### src/rtl/disp_reg_pkg.sv
// Register map, bit positions and helpers shared by the display register file.
package disp_reg_pkg;

  typedef logic [31:0] word_t;

  localparam logic [15:0] ADDR_DISPADDR   = 16'h0000;
  localparam logic [15:0] ADDR_DISPCTRL   = 16'h0004;
  localparam logic [15:0] ADDR_DISPINT    = 16'h0008;
  localparam logic [15:0] ADDR_DISPFIFO   = 16'h000C;
  localparam logic [15:0] ADDR_DISPLAYER  = 16'h0010;
  localparam logic [15:0] ADDR_DISPFRAME  = 16'h0014;
  localparam logic [15:0] ADDR_LAYER_BASE = 16'h0020;
  localparam logic [15:0] LAYER_STRIDE    = 16'h0004;

  localparam int unsigned CTRL_DISPON_BIT = 0;
  localparam int unsigned CTRL_VBLANK_BIT = 1;
  localparam int unsigned INT_ENBL_BIT    = 0;
  localparam int unsigned INT_CLR_BIT     = 1;
  localparam int unsigned INT_STAT_BIT    = 2;
  localparam int unsigned FIFO_OVER_BIT   = 0;
  localparam int unsigned FIFO_UNDER_BIT  = 1;

  function automatic logic [15:0] layer_offset(input int unsigned idx);
    return ADDR_LAYER_BASE + LAYER_STRIDE * 16'(idx);
  endfunction

  function automatic word_t byte_merge(input word_t old_val, input word_t wdata,
                                       input logic [3:0] be);
    word_t res;
    res = old_val;
    for (int k = 0; k < 4; k++) begin
      if (be[k]) res[8*k +: 8] = wdata[8*k +: 8];
    end
    return res;
  endfunction

endpackage

### src/rtl/disp_regfile_ml_if.sv
// Register write/read bus of the display register file.
interface disp_regfile_ml_if;
  // No backpressure: WREN and RDEN are qualifiers accepted on every ACLK edge;
  // read data appears on RDATA two cycles after the RDEN cycle and then holds.
  logic [15:0] WRADDR;
  logic [3:0]  BYTEEN;
  logic        WREN;
  logic [31:0] WDATA;
  logic [15:0] RDADDR;
  logic        RDEN;
  logic [31:0] RDATA;

  modport master (output WRADDR, BYTEEN, WREN, WDATA, RDADDR, RDEN, input RDATA);
  modport slave  (input WRADDR, BYTEEN, WREN, WDATA, RDADDR, RDEN, output RDATA);
endinterface

### src/rtl/disp_w1c_flag.sv
// Sticky status flag: set by an event pulse, cleared by a write-1, set wins on collision.
module disp_w1c_flag (
  input  logic clk,
  input  logic rst,
  input  logic set_i,
  input  logic clr_i,
  output logic flag_o
);

  logic flag_q, flag_d;

  always_comb begin
    flag_d = flag_q;
    if (clr_i) flag_d = 1'b0;
    if (set_i) flag_d = 1'b1;
  end

  always_ff @(posedge clk) begin
    if (rst) flag_q <= 1'b0;
    else     flag_q <= flag_d;
  end

  assign flag_o = flag_q;

endmodule

### src/rtl/disp_regfile_ml.sv
// Display controller register file with two-stage read pipeline.
// Optional DISP_SHADOW_EN: layer addresses commit from pending copies on VBLANK_PULSE.
module disp_regfile_ml
  import disp_reg_pkg::*;
#(
  parameter int NUM_LAYERS  = 2,
  parameter int FRAME_CNT_W = 32
) (
  input  logic                    ACLK,
  input  logic                    ARESET,
  disp_regfile_ml_if.slave        bus,
  input  logic                    VBLANK_PULSE,
  input  logic                    FIFO_OVER,
  input  logic                    FIFO_UNDER,
  output logic                    DISPON,
  output logic [NUM_LAYERS-1:0]   LAYER_EN,
  output logic [32*NUM_LAYERS-1:0] LAYER_ADDR,
  output logic                    DSP_IRQ
);

  localparam logic [FRAME_CNT_W-1:0] FRAME_ONE = {{(FRAME_CNT_W-1){1'b0}}, 1'b1};

  logic                   dispon_q, dispon_d;
  logic                   intenbl_q, intenbl_d;
  logic [NUM_LAYERS-1:0]  layer_en_q, layer_en_d;
  logic [FRAME_CNT_W-1:0] frame_q, frame_d;
  word_t                  layer_pend_q [NUM_LAYERS];
  word_t                  layer_pend_d [NUM_LAYERS];
  logic                   irq_q, irq_d;
  logic                   rd_vld_q, rd_vld_d;
  word_t                  rd_stage_q, rd_stage_d;
  word_t                  rdata_q, rdata_d;
  word_t                  rd_mux;

  logic wr_ctrl, wr_int, wr_fifo, wr_layer;
  logic vblank_clr, irq_clr, over_clr, under_clr;
  logic vblank_flag, irq_stat, over_flag, under_flag;

  assign wr_ctrl  = bus.WREN && (bus.WRADDR == ADDR_DISPCTRL);
  assign wr_int   = bus.WREN && (bus.WRADDR == ADDR_DISPINT);
  assign wr_fifo  = bus.WREN && (bus.WRADDR == ADDR_DISPFIFO);
  assign wr_layer = bus.WREN && (bus.WRADDR == ADDR_DISPLAYER);

  // All single-bit control and clear fields live in byte 0.
  assign vblank_clr = wr_ctrl && bus.BYTEEN[0] && bus.WDATA[CTRL_VBLANK_BIT];
  assign irq_clr    = wr_int  && bus.BYTEEN[0] && bus.WDATA[INT_CLR_BIT];
  assign over_clr   = wr_fifo && bus.BYTEEN[0] && bus.WDATA[FIFO_OVER_BIT];
  assign under_clr  = wr_fifo && bus.BYTEEN[0] && bus.WDATA[FIFO_UNDER_BIT];

  disp_w1c_flag u_vblank (.clk(ACLK), .rst(ARESET), .set_i(VBLANK_PULSE),
                          .clr_i(vblank_clr), .flag_o(vblank_flag));
  disp_w1c_flag u_irq    (.clk(ACLK), .rst(ARESET), .set_i(VBLANK_PULSE && dispon_q),
                          .clr_i(irq_clr), .flag_o(irq_stat));
  disp_w1c_flag u_over   (.clk(ACLK), .rst(ARESET), .set_i(FIFO_OVER),
                          .clr_i(over_clr), .flag_o(over_flag));
  disp_w1c_flag u_under  (.clk(ACLK), .rst(ARESET), .set_i(FIFO_UNDER),
                          .clr_i(under_clr), .flag_o(under_flag));

  always_comb begin
    dispon_d   = dispon_q;
    intenbl_d  = intenbl_q;
    layer_en_d = layer_en_q;
    if (wr_ctrl && bus.BYTEEN[0])  dispon_d   = bus.WDATA[CTRL_DISPON_BIT];
    if (wr_int && bus.BYTEEN[0])   intenbl_d  = bus.WDATA[INT_ENBL_BIT];
    if (wr_layer && bus.BYTEEN[0]) layer_en_d = bus.WDATA[NUM_LAYERS-1:0];
    frame_d = frame_q;
    if (VBLANK_PULSE && dispon_q) frame_d = frame_q + FRAME_ONE;
    for (int i = 0; i < NUM_LAYERS; i++) begin
      layer_pend_d[i] = layer_pend_q[i];
      if (bus.WREN && ((bus.WRADDR == layer_offset(i)) ||
                       (i == 0 && bus.WRADDR == ADDR_DISPADDR)))
        layer_pend_d[i] = byte_merge(layer_pend_q[i], bus.WDATA, bus.BYTEEN);
    end
    irq_d      = intenbl_q && irq_stat;
    rd_vld_d   = bus.RDEN;
    rd_stage_d = rd_mux;
    rdata_d    = rd_vld_q ? rd_stage_q : rdata_q;
  end

  // Read mux sees pre-edge state, so a same-cycle write is not visible to the read.
  always_comb begin
    rd_mux = '0;
    case (bus.RDADDR)
      ADDR_DISPADDR: rd_mux = layer_pend_q[0];
      ADDR_DISPCTRL: begin
        rd_mux[CTRL_DISPON_BIT] = dispon_q;
        rd_mux[CTRL_VBLANK_BIT] = vblank_flag;
      end
      ADDR_DISPINT: begin
        rd_mux[INT_ENBL_BIT] = intenbl_q;
        rd_mux[INT_STAT_BIT] = irq_stat;
      end
      ADDR_DISPFIFO: begin
        rd_mux[FIFO_OVER_BIT]  = over_flag;
        rd_mux[FIFO_UNDER_BIT] = under_flag;
      end
      ADDR_DISPLAYER: rd_mux[NUM_LAYERS-1:0]  = layer_en_q;
      ADDR_DISPFRAME: rd_mux[FRAME_CNT_W-1:0] = frame_q;
      default: begin
        for (int i = 0; i < NUM_LAYERS; i++) begin
          if (bus.RDADDR == layer_offset(i)) rd_mux = layer_pend_q[i];
        end
      end
    endcase
  end

  always_ff @(posedge ACLK) begin
    if (ARESET) begin
      dispon_q   <= 1'b0;
      intenbl_q  <= 1'b0;
      layer_en_q <= '0;
      frame_q    <= '0;
      irq_q      <= 1'b0;
      rd_vld_q   <= 1'b0;
      rd_stage_q <= '0;
      rdata_q    <= '0;
      for (int i = 0; i < NUM_LAYERS; i++) layer_pend_q[i] <= '0;
    end else begin
      dispon_q   <= dispon_d;
      intenbl_q  <= intenbl_d;
      layer_en_q <= layer_en_d;
      frame_q    <= frame_d;
      irq_q      <= irq_d;
      rd_vld_q   <= rd_vld_d;
      rd_stage_q <= rd_stage_d;
      rdata_q    <= rdata_d;
      for (int i = 0; i < NUM_LAYERS; i++) layer_pend_q[i] <= layer_pend_d[i];
    end
  end

`ifdef DISP_SHADOW_EN
  word_t layer_cmt_q [NUM_LAYERS];
  word_t layer_cmt_d [NUM_LAYERS];

  // Commit takes the next-pending value so a write coinciding with vblank lands.
  always_comb begin
    for (int i = 0; i < NUM_LAYERS; i++)
      layer_cmt_d[i] = VBLANK_PULSE ? layer_pend_d[i] : layer_cmt_q[i];
  end

  always_ff @(posedge ACLK) begin
    if (ARESET) begin
      for (int i = 0; i < NUM_LAYERS; i++) layer_cmt_q[i] <= '0;
    end else begin
      for (int i = 0; i < NUM_LAYERS; i++) layer_cmt_q[i] <= layer_cmt_d[i];
    end
  end

  for (genvar g = 0; g < NUM_LAYERS; g++) begin : g_layer_out
    assign LAYER_ADDR[32*g +: 32] = layer_cmt_q[g];
  end
`else
  for (genvar g = 0; g < NUM_LAYERS; g++) begin : g_layer_out
    assign LAYER_ADDR[32*g +: 32] = layer_pend_q[g];
  end
`endif

  assign DISPON    = dispon_q;
  assign LAYER_EN  = layer_en_q;
  assign DSP_IRQ   = irq_q;
  assign bus.RDATA = rdata_q;

endmodule

### src/flat_wrapper.sv
// flat-port wrapper written by rule: the top's interface ports become plain ports
module disp_regfile_ml_flat import disp_reg_pkg::*;
#(
  parameter int NUM_LAYERS  = 2,
  parameter int FRAME_CNT_W = 32
)
  (ACLK, ARESET, VBLANK_PULSE, FIFO_OVER, FIFO_UNDER, DISPON, LAYER_EN, LAYER_ADDR, DSP_IRQ, bus_WRADDR, bus_BYTEEN, bus_WREN, bus_WDATA, bus_RDADDR, bus_RDEN, bus_RDATA);
  disp_regfile_ml_if bus_i ();
  input  logic ACLK;
  input  logic ARESET;
  input  logic VBLANK_PULSE;
  input  logic FIFO_OVER;
  input  logic FIFO_UNDER;
  output logic DISPON;
  output logic [NUM_LAYERS-1:0] LAYER_EN;
  output logic [32*NUM_LAYERS-1:0] LAYER_ADDR;
  output logic DSP_IRQ;
  input wire logic [$bits(bus_i.WRADDR)-1:0] bus_WRADDR;
  input wire logic [$bits(bus_i.BYTEEN)-1:0] bus_BYTEEN;
  input wire logic [$bits(bus_i.WREN)-1:0] bus_WREN;
  input wire logic [$bits(bus_i.WDATA)-1:0] bus_WDATA;
  input wire logic [$bits(bus_i.RDADDR)-1:0] bus_RDADDR;
  input wire logic [$bits(bus_i.RDEN)-1:0] bus_RDEN;
  output wire logic [$bits(bus_i.RDATA)-1:0] bus_RDATA;
  assign bus_i.WRADDR = bus_WRADDR;
  assign bus_i.BYTEEN = bus_BYTEEN;
  assign bus_i.WREN = bus_WREN;
  assign bus_i.WDATA = bus_WDATA;
  assign bus_i.RDADDR = bus_RDADDR;
  assign bus_i.RDEN = bus_RDEN;
  assign bus_RDATA = bus_i.RDATA;
  disp_regfile_ml #(.NUM_LAYERS(NUM_LAYERS), .FRAME_CNT_W(FRAME_CNT_W)) u_core (.ACLK(ACLK), .ARESET(ARESET), .bus(bus_i), .VBLANK_PULSE(VBLANK_PULSE), .FIFO_OVER(FIFO_OVER), .FIFO_UNDER(FIFO_UNDER), .DISPON(DISPON), .LAYER_EN(LAYER_EN), .LAYER_ADDR(LAYER_ADDR), .DSP_IRQ(DSP_IRQ));
endmodule
### config.mk
export PLATFORM = sky130hd
export DESIGN_NAME = disp_regfile_ml_flat
export DESIGN_NICKNAME = d
export VERILOG_FILES = /design/src/rtl/disp_reg_pkg.sv /design/src/rtl/disp_regfile_ml_if.sv /design/src/rtl/disp_w1c_flag.sv /design/src/rtl/disp_regfile_ml.sv /design/src/flat_wrapper.sv
export SDC_FILE = /design/constraint.sdc
export NUM_CORES = 1
export LEC_CHECK = 0
export CAP_MARGIN = 25
export CORE_ASPECT_RATIO = 1.4
export CORE_MARGIN = 4
export CORE_UTILIZATION = 50
export CTS_CLUSTER_SIZE = 16
export DETAILED_ROUTE_END_ITERATION = 6
export PLACE_DENSITY = 0.79
export SYNTH_ARGS = -nofsm -noshare
export SYNTH_HDL_FRONTEND = slang
export SYNTH_SLANG_ARGS = --single-unit
### constraint.sdc
create_clock -name ACLK -period 3.15 [get_ports ACLK]
set_clock_uncertainty 0.05 [all_clocks]
set_input_delay 0.7875 -clock ACLK [delete_from_list [all_inputs] [get_ports ACLK]]
set_output_delay 0.7875 -clock ACLK [all_outputs]
set_load 0.01 [all_outputs]
==> flow_metrics.env <==
export IMPL_end_kind="register"
export IMPL_syn2layout_area_growth_pct=37.3
export IMPL_tns_ps=0
export IMPL_wl_met2_mm=11.7
export IMPL_synth_top_family_by_area="compound AO/OA/AOI/OAI gates"
export IMPL_clock_root_buffer="clkbuf_16"
export IMPL_criticalPathCategory="in2reg"
export IMPL_timing_fmax_ghz=0.368
export IMPL_vias=7590
export IMPL_yosys_area_share_simple=0.191
export IMPL_synth_area_leaders="dfxtp_1, a21oi_1, nand3_1, o21ai_0, mux2i_1"
export IMPL_rows=52
export IMPL_cts_setup_buffers=0
export IMPL_synthTopCellsByCount="dfxtp_1, a21oi_1, nand3_1"
export IMPL_yosysSeqAreaShare=0.463
export IMPL_fill_cells=1110
export IMPL_synthArstFlopShare=0
export IMPL_hold_viol=0
export IMPL_drive_gt1_frac=0.0945
export IMPL_grt_max_degree=107
export IMPL_p_leak_nw=3.17
export IMPL_die_h_um=151
export IMPL_syn_avg_cell_area_um2=8.76
export IMPL_pin_count=175
export IMPL_cts_buffers=17
export IMPL_synth_edf_count=0
export IMPL_setup_viol=0
export IMPL_syn_inst=839
export IMPL_fin_crit_sh=0.864
export IMPL_maxSlewViolCount=0
export IMPL_grt_pass1_vias=7227
export IMPL_startpoint_type="input port"
export IMPL_cap_viol_max_count=0
export IMPL_synth_cell_type_count=51
export IMPL_dr_wl_met3_mm=1.83
export IMPL_clock_latency_ps=420
export IMPL_status="finished with violations"
export IMPL_synth_xor_area_frac=0.0107
export IMPL_worst_pin_slew_ps=592
export IMPL_ant_nets=0
export IMPL_pwr_density_cell_nw_per_um2=458
export IMPL_yosysWarnings=0
export IMPL_drt_iter0_markers=687
export IMPL_vdd_drop_max_mv=0.399
export IMPL_setup_ws_ps=429
export IMPL_ctsHoldBuffers=0
export IMPL_drc=2
export IMPL_synth_seq_cells=170
export IMPL_dr_max_layer_used="met4"
export IMPL_hp_class="reg2reg"
export IMPL_wl_per_cell_um=19.6
export IMPL_dieWidth_um=110
export IMPL_synth_most_common_cell="dfxtp_1"
export IMPL_die_area_um2=16700
export IMPL_clock_path_buffers=2
export IMPL_vias_per_cell=6.35
export IMPL_start_util=0.509
export IMPL_synth_flop_cell="dfxtp_1"
export IMPL_ctsResizeCount=0
export IMPL_port_buffers=174
export IMPL_holdWs_ps=414
export IMPL_arrival_ps=3010
export IMPL_grt_pass1_wl_mm=37.2
export IMPL_nNetsFinal=1068
export IMPL_cts_tree="yes"
export IMPL_netlist_area_um2=7350
export IMPL_clk_transition_reported_paths_ps=70
export IMPL_slew_limit_headroom=0.604
export IMPL_track_usage=0.275
export IMPL_required_ps=3440
export IMPL_synth_top_area_frac=0.463
export IMPL_min_from="u_core.rd_stage_q[0]"
export IMPL_wl_met1_mm=8.61
export IMPL_clock_sinks=170
export IMPL_gp_congestion=0.876
export IMPL_rsz0062_at_grt="no"
export IMPL_place_ws_ps=12.9
export IMPL_grt_ovfl_total=0
export IMPL_worstReg2RegStart="u_core.frame_q[0]"
export IMPL_synth_nets=915
export IMPL_critPathMaxFanout=20
export IMPL_period_needed_ps=2720
export IMPL_crit_start="bus_RDADDR[9]"
export IMPL_dp_hpwl_mm=16.0
export IMPL_routed_wl_mm=23.5
export IMPL_synthAdderAreaFrac=0.00170
export IMPL_violations="DRC"
export IMPL_antenna_found_initial=1
export IMPL_firstDrtPassIters=7
export IMPL_synth_compound_area_frac=0.230
export IMPL_yosys_area_top_type="dfxtp_1"
export IMPL_h_tree_depth=4
export IMPL_synth_area_mux_share=0.0536
export IMPL_core_area_um2=14400
registers in the layout, indices dropped and copies added, names as in the netlist:
signal and cells:
u_core.LAYER_EN 2, u_core.DSP_IRQ 1, u_core.bus.RDATA 32, u_core.layer_pend_q 64, u_core.u_vblank.flag_o 1, u_core.DISPON 1
u_core.u_irq.flag_o 1, u_core.frame_q 32, u_core.u_over.flag_o 1, u_core.intenbl_q 1, u_core.rd_vld_q 1, u_core.u_under.flag_o 1
u_core.rd_stage_q 32
worst max-delay path: stages:
cell and delay, ps:
clkdlybuf4s50_1 400, or4_1 580, buf_4 200, nor4_2 280, buf_4 330, buf_4 210
a32oi_1 60, o22ai_1 160
power breakdown:
group / internal [mW] / leakage (nW) / total (mW) / switching, mW
Combinational: 0.122 / 1.49 / 0.236 / 0.114
Sequential: 2.15 / 1.37 / 2.16 / 0.00433
Clock: 1.32 / 0.309 / 2.23 / 0.914
cells in the final DEF, fill, tap and decap left out, drive strengths merged, types with 2 or more instances in the layout:
cell             n
nor2b            3
a22oi           29
and3             4
or3             14
dfxtp          170
nor3             9
mux2i           36
or4b             2
nand2           16
or4             24
and4b            4
bufinv           3
a32oi           29
nand4b           7
buf             43
a31oi            2
o21ai           81
xor2             2
clkinv           3
o31ai           12
xnor2            7
nand3           80
and4             4
inv             15
a21oi           93
nor4            11
clkdlybuf4s50  173
nand4           10
clkbuf          19
o22ai           29
nor2            52
o41a             2
nand2b           3
layout make-up:
type,count,area (um^2),share of cell area
Clock buffer,19,453,0.0449
Clock inverter,13,181,0.0180
Sequential cell,170,3400,0.337
Timing Repair Buffer,216,2150,0.214
Tap cell,189,236,0.0234
Multi-Input combinational cell,578,3620,0.359
Inverter,9,33.8,0.00335
Antenna cell,1,2.50,0.000248
worst paths after layout:
path	cells past startpoint	slack, ps	end
min reg2reg	2	410	u_core.bus.RDATA[0]
max reg2reg	6	840	u_core.frame_q[22]
min	2	410	u_core.bus.RDATA[0]
max	8	430	u_core.rd_stage_q[22]
cell families after synthesis:
family                     count (synthesis)
DFF                                      170
muxes                                     38
xor gates and xnor gates                   9
buffers and inverters                     91
adders and majority gates                  1
AOI/OAI and AO/OA                        282
and+or+nand+nor                          248
metrics by stage:
step | cell area (um^2) | utilization | power (mW) | cells
6_report | 10100 | 0.699 | 4.62 | 1195
5_1_grt | 10100 | 0.699 | 4.75 | 1195
4_1_cts | 10100 | 0.697 | 4.64 | 1193
3_3_place_gp | 9430 | 0.653 | 2.43 | 1161
2_1_floorplan | 7350 | - | 2.29 | 839
3_5_place_dp | 9430 | 0.653 | 2.44 | 1161
routing by layer:
metal | vias to the layer above | global-route usage
met2 | 442 | 0.476
met3 | 99 | 0.0516
met1 | 3556 | 0.317
li1 | 3493 | -
met4 | 0 | 0.162
met5 | - | 0
Note: power is estimated with default switching activity, not from simulation.
